## config.mk

```make
export PLATFORM = sky130hd
export DESIGN_NAME = qu_ic_scheduler
export DESIGN_NICKNAME = d
export VERILOG_FILES = /design/src/rtl/qu_ic_scheduler.sv
export SDC_FILE = /design/constraint.sdc
export NUM_CORES = 1
export LEC_CHECK = 0
export ABC_AREA = 1
export CAP_MARGIN = 20
export CORE_MARGIN = 10
export CORE_UTILIZATION = 35
export CTS_BUF_LIST = sky130_fd_sc_hd__clkbuf_16
export CTS_CLUSTER_SIZE = 30
export DETAILED_ROUTE_END_ITERATION = 16
export SLEW_MARGIN = 30
export SYNTH_ARGS = -nofsm -noshare
export SYNTH_HDL_FRONTEND = slang
export SYNTH_SLANG_ARGS = --single-unit
```

## constraint.sdc

```tcl
create_clock -name clk -period 15.9 [get_ports clk]
set_clock_uncertainty 0.2 [all_clocks]
set_input_delay 3.18 -clock clk [delete_from_list [all_inputs] [get_ports clk]]
set_output_delay 3.18 -clock clk [all_outputs]
set_load 0.02 [all_outputs]
```

## src/rtl/qu_ic_scheduler.sv

```systemverilog
// Collapsing-queue reservation station for INT/BRANCH/CONT uops feeding the single ALU; index equals age.
// Optional QU_IC_SCHED_BRANCH_PRIO_EN: select prefers the oldest ready BRANCH/CONT uop over older INT uops.
package qu_ic_pkg;
    localparam int PHY_RF_ADDR_WIDTH = 6;

    typedef enum logic [1:0] {
        OPTYPE_INT    = 2'd0,
        OPTYPE_BRANCH = 2'd1,
        OPTYPE_CONT   = 2'd2
    } optype_e;

    typedef struct packed {
        optype_e                        optype;
        logic [3:0]                     func;
        logic                           rd_valid;
        logic [PHY_RF_ADDR_WIDTH-1:0]   rd;
        logic                           rs1_valid;
        logic [PHY_RF_ADDR_WIDTH-1:0]   rs1;
        logic                           rs2_valid;
        logic [PHY_RF_ADDR_WIDTH-1:0]   rs2;
        logic [15:0]                    imm;
    } uop_ic_t;

    localparam int UOP_WIDTH = $bits(uop_ic_t);
endpackage

module qu_ic_scheduler
    import qu_ic_pkg::*;
#(
    parameter int DEPTH    = 8,
    parameter int WB_PORTS = 2
) (
    input  logic                                  clk,
    input  logic                                  rst,
    input  logic                                  dispatch_valid_in,
    output logic                                  dispatch_ready_out,
    input  logic [UOP_WIDTH-1:0]                  dispatch_uop_in,
    input  logic                                  dispatch_rs1_rdy_in,
    input  logic                                  dispatch_rs2_rdy_in,
    input  logic [WB_PORTS-1:0]                   wakeup_valid_in,
    input  logic [WB_PORTS*PHY_RF_ADDR_WIDTH-1:0] wakeup_tag_in,
    output logic                                  issue_valid_out,
    input  logic                                  issue_ready_in,
    output logic [UOP_WIDTH-1:0]                  issue_uop_out,
    input  logic                                  flush_in,
    output logic [$clog2(DEPTH+1)-1:0]            count_out
);
    localparam int CW = $clog2(DEPTH+1);
    localparam int IW = $clog2(DEPTH);
    localparam int TW = PHY_RF_ADDR_WIDTH;

    logic [DEPTH-1:0] valid_q, valid_d;
    logic [DEPTH-1:0] rs1_rdy_q, rs1_rdy_d;
    logic [DEPTH-1:0] rs2_rdy_q, rs2_rdy_d;
    uop_ic_t          uop_q [DEPTH];
    uop_ic_t          uop_d [DEPTH];
    logic [CW-1:0]    count_q, count_d;

    uop_ic_t          disp_uop;
    logic [DEPTH-1:0] ready_vec;
    logic [DEPTH-1:0] pick_vec;
    logic [IW-1:0]    sel_idx;
    logic             sel_any;
    logic             issue_fire;
    logic             dispatch_fire;
    logic [CW-1:0]    tail;

    function automatic logic tag_hit(
        input logic                       src_valid,
        input logic [TW-1:0]              src_tag,
        input logic [WB_PORTS-1:0]        wk_vld,
        input logic [WB_PORTS*TW-1:0]     wk_tag
    );
        logic hit;
        hit = 1'b0;
        for (int k = 0; k < WB_PORTS; k++) begin
            if (wk_vld[k] && (wk_tag[k*TW +: TW] == src_tag)) begin
                hit = 1'b1;
            end
        end
        return src_valid && hit;
    endfunction

    assign disp_uop = uop_ic_t'(dispatch_uop_in);

    always_comb begin
        ready_vec = '0;
        pick_vec  = '0;
        for (int i = 0; i < DEPTH; i++) begin
            ready_vec[i] = valid_q[i]
                         && (rs1_rdy_q[i] || !uop_q[i].rs1_valid)
                         && (rs2_rdy_q[i] || !uop_q[i].rs2_valid);
        end
`ifdef QU_IC_SCHED_BRANCH_PRIO_EN
        for (int i = 0; i < DEPTH; i++) begin
            pick_vec[i] = ready_vec[i] && ((uop_q[i].optype == OPTYPE_BRANCH)
                                        || (uop_q[i].optype == OPTYPE_CONT));
        end
        if (pick_vec == '0) begin
            pick_vec = ready_vec;
        end
`else
        pick_vec = ready_vec;
`endif
    end

    // Scan from the top so the lowest (oldest) candidate wins.
    always_comb begin
        sel_idx = '0;
        sel_any = 1'b0;
        for (int i = DEPTH-1; i >= 0; i--) begin
            if (pick_vec[i]) begin
                sel_any = 1'b1;
                sel_idx = IW'(i);
            end
        end
    end

    assign issue_valid_out    = sel_any && !flush_in;
    assign issue_uop_out      = issue_valid_out ? uop_q[sel_idx] : '0;
    assign dispatch_ready_out = (count_q < CW'(DEPTH)) && !flush_in;
    assign count_out          = count_q;
    assign issue_fire         = issue_valid_out && issue_ready_in;
    assign dispatch_fire      = dispatch_valid_in && dispatch_ready_out;

    always_comb begin
        tail = count_q - CW'(issue_fire);
        for (int i = 0; i < DEPTH; i++) begin
            if (issue_fire && (IW'(i) >= sel_idx)) begin
                valid_d[i]   = (i != DEPTH-1) && valid_q[(i+1)%DEPTH];
                uop_d[i]     = uop_q[(i+1)%DEPTH];
                rs1_rdy_d[i] = rs1_rdy_q[(i+1)%DEPTH];
                rs2_rdy_d[i] = rs2_rdy_q[(i+1)%DEPTH];
            end else begin
                valid_d[i]   = valid_q[i];
                uop_d[i]     = uop_q[i];
                rs1_rdy_d[i] = rs1_rdy_q[i];
                rs2_rdy_d[i] = rs2_rdy_q[i];
            end
            rs1_rdy_d[i] = rs1_rdy_d[i] | (valid_d[i] && tag_hit(uop_d[i].rs1_valid,
                               uop_d[i].rs1, wakeup_valid_in, wakeup_tag_in));
            rs2_rdy_d[i] = rs2_rdy_d[i] | (valid_d[i] && tag_hit(uop_d[i].rs2_valid,
                               uop_d[i].rs2, wakeup_valid_in, wakeup_tag_in));
            // Tail write sees the post-shift position, so it never collides with a live entry.
            if (dispatch_fire && (CW'(i) == tail)) begin
                valid_d[i]   = 1'b1;
                uop_d[i]     = disp_uop;
                rs1_rdy_d[i] = dispatch_rs1_rdy_in | tag_hit(disp_uop.rs1_valid,
                                   disp_uop.rs1, wakeup_valid_in, wakeup_tag_in);
                rs2_rdy_d[i] = dispatch_rs2_rdy_in | tag_hit(disp_uop.rs2_valid,
                                   disp_uop.rs2, wakeup_valid_in, wakeup_tag_in);
            end
        end
        if (flush_in) begin
            valid_d = '0;
        end
    end

    always_comb begin
        if (flush_in) begin
            count_d = '0;
        end else begin
            count_d = count_q + CW'(dispatch_fire) - CW'(issue_fire);
        end
    end

    always_ff @(posedge clk or posedge rst) begin
        if (rst) begin
            valid_q   <= '0;
            rs1_rdy_q <= '0;
            rs2_rdy_q <= '0;
            count_q   <= '0;
            for (int i = 0; i < DEPTH; i++) begin
                uop_q[i] <= '0;
            end
        end else begin
            valid_q   <= valid_d;
            rs1_rdy_q <= rs1_rdy_d;
            rs2_rdy_q <= rs2_rdy_d;
            count_q   <= count_d;
            for (int i = 0; i < DEPTH; i++) begin
                uop_q[i] <= uop_d[i];
            end
        end
    end
endmodule

```

==> results of run 1 <==
==> per-layer routing <==
layer,part of all wire [%],global-route usage (%),vias up
met4,3.8,9.12,2
li1,-,-,11751
met2,44,37.0,1408
met3,10,5.53,247
met1,42,32.0,12281
met5,0.060,0,-
==> kinds of logic after synthesis <==
group | share of synthesized area, %
compound gates | 21.6
xor+xnor | 1.39
fa+ha+maj | 0.387
buf+inv | 11.3
flops | 37.9
mux | 0.0815
simple gates | 27.4
==> registers in the layout, indices dropped and copies added, names as in the netlist <==
signal	cells
uop_q	344
rs2_rdy_q	8
valid_q	8
rs1_rdy_q	8
count_out	4
==> final timing paths <==
path | slack [ps] | endpoint | start | depth (start not counted)
max | 6620 | issue_uop_out[9] | flush_in | 6
min | 310 | uop_q[163] | uop_q[120] | 2
max reg2reg | 10380 | rs1_rdy_q[4] | rs2_rdy_q[6] | 23
min reg2reg | 310 | uop_q[163] | uop_q[120] | 2
max in group asynchronous | 10490 | uop_q[157] | rst | 5
min in group asynchronous | 2880 | uop_q[48] | rst | 2
==> where the power goes <==
group | internal [mW] | switching [mW]
Clock | 0.558 | 0.452
Sequential | 1.38 | 0.308
Combinational | 0.971 | 2.06
Total | 2.91 | 2.82
==> layout make-up <==
| cell class | count | area (µm²) | area share [%] |
|---|---|---|---|
| clock buffer | 46 | 1150 | 4.19 |
| clock inverter | 37 | 235 | 0.857 |
| timing repair buffer | 154 | 1480 | 5.39 |
| multi-input combinational | 2424 | 12600 | 45.9 |
| inverter | 396 | 1500 | 5.47 |
| tap | 940 | 1180 | 4.29 |
| sequential | 372 | 9310 | 33.9 |
==> Yosys cell counts (14+ instances only) <==
| cell | count | area share (%) |
|---|---|---|
| a211oi_1 | 21 | 0.64 |
| a21oi_1 | 173 | 3.5 |
| a311oi_1 | 24 | 0.86 |
| buf_1 | 26 | 0.40 |
| buf_2 | 92 | 1.9 |
| clkbuf_1 | 137 | 2.1 |
| dfrtp_1 | 372 | 38 |
| inv_1 | 376 | 5.7 |
| inv_2 | 14 | 0.21 |
| nand2_1 | 700 | 11 |
| nand3_1 | 494 | 10 |
| nand4_1 | 20 | 0.51 |
| nor2_1 | 185 | 2.8 |
| nor3_1 | 97 | 2.0 |
| o211ai_1 | 116 | 3.5 |
| o21ai_0 | 282 | 5.7 |
| o21ai_1 | 46 | 0.94 |
| o221ai_1 | 143 | 5.1 |
| o22ai_1 | 16 | 0.41 |
| xor2_1 | 34 | 1.2 |
==> worst reg2reg max path: stages, from the launching register on <==
cell	delay (ps)
dfrtp_1	370
inv_1	80
nand2_1	60
nand3_1	130
nand2_2	100
nand3_1	80
nand2_1	130
nand2_8	540
inv_2	610
nor2_1	250
nand2_2	450
nand2_2	720
buf_4	580
nand2_1	240
nand2_1	170
nand2_1	80
nand2_1	70
inv_1	40
nand2_1	50
nor2_1	40
nand2_1	50
nand2_1	200
nand2_1	120
a21oi_1	60
==> results by group, run 1 <==
GRT
  • Initial antenna violation count: 1
  • Largest net degree at the start of global routing: roughly 160
  • Via count of the first global-routing pass: around 24000
  • Total global-route track usage: a little under a quarter
  • Global-route wire length before repair: roughly 150 mm
  • Grt total ovfl: 0

Cells and area
  • Antenna diode count: 0
  • Final Cell Area: 0.0274 mm²
  • Area grow syn2layout: 11.7%
  • Most frequent cells in the layout: nand2_1, nand3_1, inv_1
  • Layout cells sized above 1: a little under 5%
  • Count of non-filler cells in the finished layout: around 4400
  • Commonest non-fill, non-tap cell in the layout: nand2_1
  • Finished Core Util: 39.3%
  • Filler cells: 7385
  • Nets@finish: between 3000 and 4000

Worst setup path
  • Slowest CP cell: clkdlybuf4s50_1
  • Critical Path RT: 12520 ps
  • CP delay by family, top: buffers and inverters
  • Crit path kind: input pin to primary output
  • Worst-path cell chain: clkdlybuf4s50_1 > inv_1 > nand2_2 > buf_4 > a311oi_1 > clkdlybuf4s50_1
  • Crit-path max FO: 36
  • Crit-path max cell delay: 690 ps
  • Critical Path Sink Type: primary output
  • WP buf/inv: 4
  • Crit path top cell by count: clkdlybuf4s50_1
  • Worst path arrival time: roughly 6000 ps
  • CP Launch Type: input pin

Timing
  • Slew HR: 31.8%
  • Worst hold slack: 311 ps
  • Sum of negative setup slack: 0 ps
  • Final Slew Violations: 0
  • Setup ws final: between 6000 and 7000 ps
  • RSZ-0062 raised after global routing: false
  • Fmax: ~110 MHz
  • Fin. Hold Viols: 0
  • Slew @ Worst Pin: 1020 ps
  • Crit path time final: slightly above 9000 ps
  • Fin crit share: between 50% and 60%
  • Final setup fails: 0

Detailed routing
  • Post-DRT Antenna Nets: 0
  • 1st-pass router iterations: 8
  • Vias post-DR: around 26000
  • Vias per cell: a little under 6
  • Initial DRC Count: approximately 3100
  • Avg WL per Cell: 23.2 µm
  • Final wirelength: a little over 100 mm
  • DR DRC count: 0

Power
  • Max IR drop VDD: ~0.11 mV
  • Overall power: 5.73 mW
  • Cell Pwr Density: about 210 mW/mm²
  • Lkg Pwr: ~12 nW

Logic synthesis
  • Ys Warns: 0
  • Yosys cell types: slightly above 50
  • Synthesized instance count: roughly 3500
  • Net count after synthesis: roughly 3500
  • Mean Syn Cell Area: slightly above 7 µm²
  • Sequential share of the synthesized area: between 30% and 40%
  • Syn Std Cell Area: around 0.025 mm²
  • FFs w/ async S/R, synth: 100%
  • Yosys reg bits: ~370
  • Post-synth EDFFs: 0
  • Ys flop type: dfrtp_1

Die
  • Die height: roughly 280 µm
  • Std-Cell Core Area: 0.0698 mm²
  • IO Pins: 113
  • Site Rows: 97
  • Starting Density: between 30% and 40%
  • Die extent in x: approximately 280 µm
  • DIE AREA: between 0.08 and 0.09 mm²

Clock network
  • Clk Latency, worst-skew pair: about 600 ps
  • Post-CTS Resized: 0
  • H-tree depth: 2
  • Setup bufs post-CTS: 0
  • Clk buf depth: 3
  • Clock root cell: clkbuf_16
  • CTS Sinks: 372
  • CTS tree: yes
  • Num CTS Buffers: between 40 and 50
  • Clock slew at reported path FFs: ~60 ps
  • Hold-fix buffers, CTS: 0

Placement
  • Port Buffers: between 100 and 150
  • Post-placement worst setup slack: around 6600 ps
  • HPWL after DPL: between 60 and 70 mm
  • Placed insts: 4285
  • RePlAce Congestion: slightly above 0.9
  • Dpl cell area: between 0.02 and 0.03 mm²

Worst hold path
  • Hold crit path type: flop to flop

Run status
  • Status: complete, no violations

Flow run
  • Max_cap viols: 0
(Power assumes the default switching activity.)
==> run 2: changes to the inputs <==
- clock period: 15.9 -> 8.41 ns (I/O delays scaled with it)
==> results by group, run 2 (synthesized netlist as in run 1, its figures left out) <==
Run status
  • Status: complete, no violations

GRT
  • Grt total ovfl: 0 (unchanged)
  • Initial antenna violation count: 1 (unchanged)
  • Largest net degree at the start of global routing: 150 (-5.7%)
  • Global-route wire length before repair: 152 mm (+0.50%)
  • Total global-route track usage: 24.1% (+0.16 points)
  • Via count of the first global-routing pass: 23865 (-0.29%)

Cells and area
  • Area grow syn2layout: 11.6% (about the same)
  • Most frequent cells in the layout: nand2_1, nand3_1, inv_1
  • Count of non-filler cells in the finished layout: 4370 (+0.023%)
  • Nets@finish: 3468 (+0.087%)
  • Layout cells sized above 1: 5.04% (+0.12 points)
  • Commonest non-fill, non-tap cell in the layout: nand2_1
  • Most flop-heavy register: uop_q
  • Antenna diode count: 0 (unchanged)
  • Largest register FFs: 344 (unchanged)

Timing
  • Fin. Hold Viols: 0 (unchanged)
  • Crit path time final: between 6000 and 7000 ps
  • Sum of negative setup slack: 0 ps (unchanged)
  • Final setup fails: 0 (unchanged)
  • Final Slew Violations: 0 (unchanged)
  • Fmax: around 150 MHz
  • Fin crit share: roughly 81%
  • Slew @ Worst Pin: 1060 ps (+38.7 ps)
  • Slew HR: 29.2% (-2.6 points)
  • RSZ-0062 raised after global routing: false
  • Worst hold slack: 280 ps (-31.2 ps)

Worst setup path
  • WP buf/inv: 4 (unchanged)
  • Crit path top cell by count: nand2_1
  • Critical Path RT: 6530 ps (-5990 ps)
  • Worst-path cell chain: inv_1 > nand2_1 > nand3_1 > nand2_1 > nand2_1 > nand2_1 > nand2_1 > nand2_1 > nand2_1 > nand2_8 > inv_6 > buf_4 > nand2_1 > a211oi_1 > nor3_1 > clkdlybuf4s50_1
  • CP Launch Type: flop
  • Crit-path max cell delay: 880 ps (+190 ps)
  • Critical Path Sink Type: primary output
  • Crit path kind: flop to primary output
  • CP delay by family, top: buffers and inverters
  • Worst path arrival time: 4930 ps (-970 ps)
  • Slowest CP cell: inv_6
  • Crit-path max FO: 112 (+210%)

Clock network
  • Clock root cell: clkbuf_16
  • Setup bufs post-CTS: 0 (unchanged)
  • Num CTS Buffers: 45 (-2.2%)
  • H-tree depth: 2 (unchanged)
  • Hold-fix buffers, CTS: 0 (unchanged)
  • Clk buf depth: 3 (unchanged)
  • Clock slew at reported path FFs: 60 ps (about the same)
  • Post-CTS Resized: 0 (unchanged)
  • CTS Sinks: 372 (unchanged)
  • Clk Latency, worst-skew pair: 610 ps (about the same)
  • CTS tree: yes

Die
  • Starting Density: 35.2% (unchanged)
  • IO Pins: 113 (unchanged)
  • Die extent in x: 285 µm (unchanged)
  • Site Rows: 97 (unchanged)
  • Std-Cell Core Area: 0.0698 mm² (unchanged)
  • Die height: 285 µm (unchanged)
  • DIE AREA: 0.0812 mm² (unchanged)

Power
  • Lkg Pwr: 12.2 nW (-0.20%)
  • Cell Pwr Density: 397 mW/mm² (+90%)
  • Max IR drop VDD: 0.212 mV (+89%)

Detailed routing
  • Final wirelength: 102 mm (+1.2%)
  • Initial DRC Count: 3340 (+7.3%)
  • DR DRC count: 0 (unchanged)
  • Vias per cell: 5.88 (about the same)
  • Vias post-DR: 25687 (-0.0078%)
  • Post-DRT Antenna Nets: 0 (unchanged)
  • 1st-pass router iterations: 8 (unchanged)
  • Avg WL per Cell: 23.4 µm (+1.2%)

Worst hold path
  • Hold crit path type: flop to flop

Flow run
  • Max_cap viols: 0 (unchanged)

Placement
  • Port Buffers: 112 (unchanged)
  • Placed insts: 4290 (+0.12%)
  • HPWL after DPL: 62.3 mm (+3.0%)
  • RePlAce Congestion: 0.936 (+2.1%)
-- run 2: cell type report --
class / count / area, µm²
clock buffers: 45 / 1130
clock inverters: 35 / 223
fillers: 7353 / 42400
inverters: 396 / 1500
multi-input cells: 2424 / 12600
flip-flops and latches: 372 / 9310
well taps: 940 / 1180
repair buffers: 158 / 1490
-- run 2: worst paths after layout --
path / from / endpoint / slack (ps) / cells after the start
setup / recovery: rs2_rdy_q[6] / issue_uop_out[0] / 1600 / 16
hold / removal: uop_q[210] / uop_q[253] / 280 / 2
setup reg to reg: rs1_rdy_q[2] / rs1_rdy_q[4] / 3280 / 16
hold reg to reg: uop_q[210] / uop_q[253] / 280 / 2
max in group asynchronous: rst / uop_q[68] / 4850 / 4
min in group asynchronous: rst / uop_q[47] / 1310 / 2
-- run 2: metal layers --
layer	up-vias	GRT usage (%)	share of wire (%)
met3	250	4.99	10
met4	2	10.1	4.1
met2	1444	37.7	45
li1	11725	-	-
met1	12266	31.9	41
met5	-	0	0.013
-- run 2: power by group --
group          internal, mW  switching, mW  leakage, nW  total (mW)
logic                  1.84           3.96         6.88        5.80
registers              2.61          0.595         4.64        3.21
clock network          1.01          0.858        0.714        1.87
-- run 2: worst reg2reg max path, cell delays in order, from the launching register on --
cell and delay (ps):
dfrtp_1 390, inv_1 70, nand2_1 70, nand3_1 140, nand2_1 100, inv_2 90, nand2_1 130, nand2_8 510
inv_2 660, nor2_1 270, nand2_2 420, nand2_2 770, buf_4 630, o21ai_0 280, nor2_1 170, nand2_1 70
a21oi_1 120
-- run 2: metrics by stage --
stage / util, % / worst slack (ps) / instance area, µm² / total power [mW]
after floorplan: - / 1530 / 24600 / 7.03
after global placement: 37.3 / 1720 / 26000 / 8.86
after detailed placement: 37.4 / 2020 / 26100 / 8.89
after CTS: 39.3 / 1530 / 27400 / 10.8
after global routing: 39.3 / 1210 / 27400 / 11.6
final: 39.3 / 1600 / 27400 / 10.9
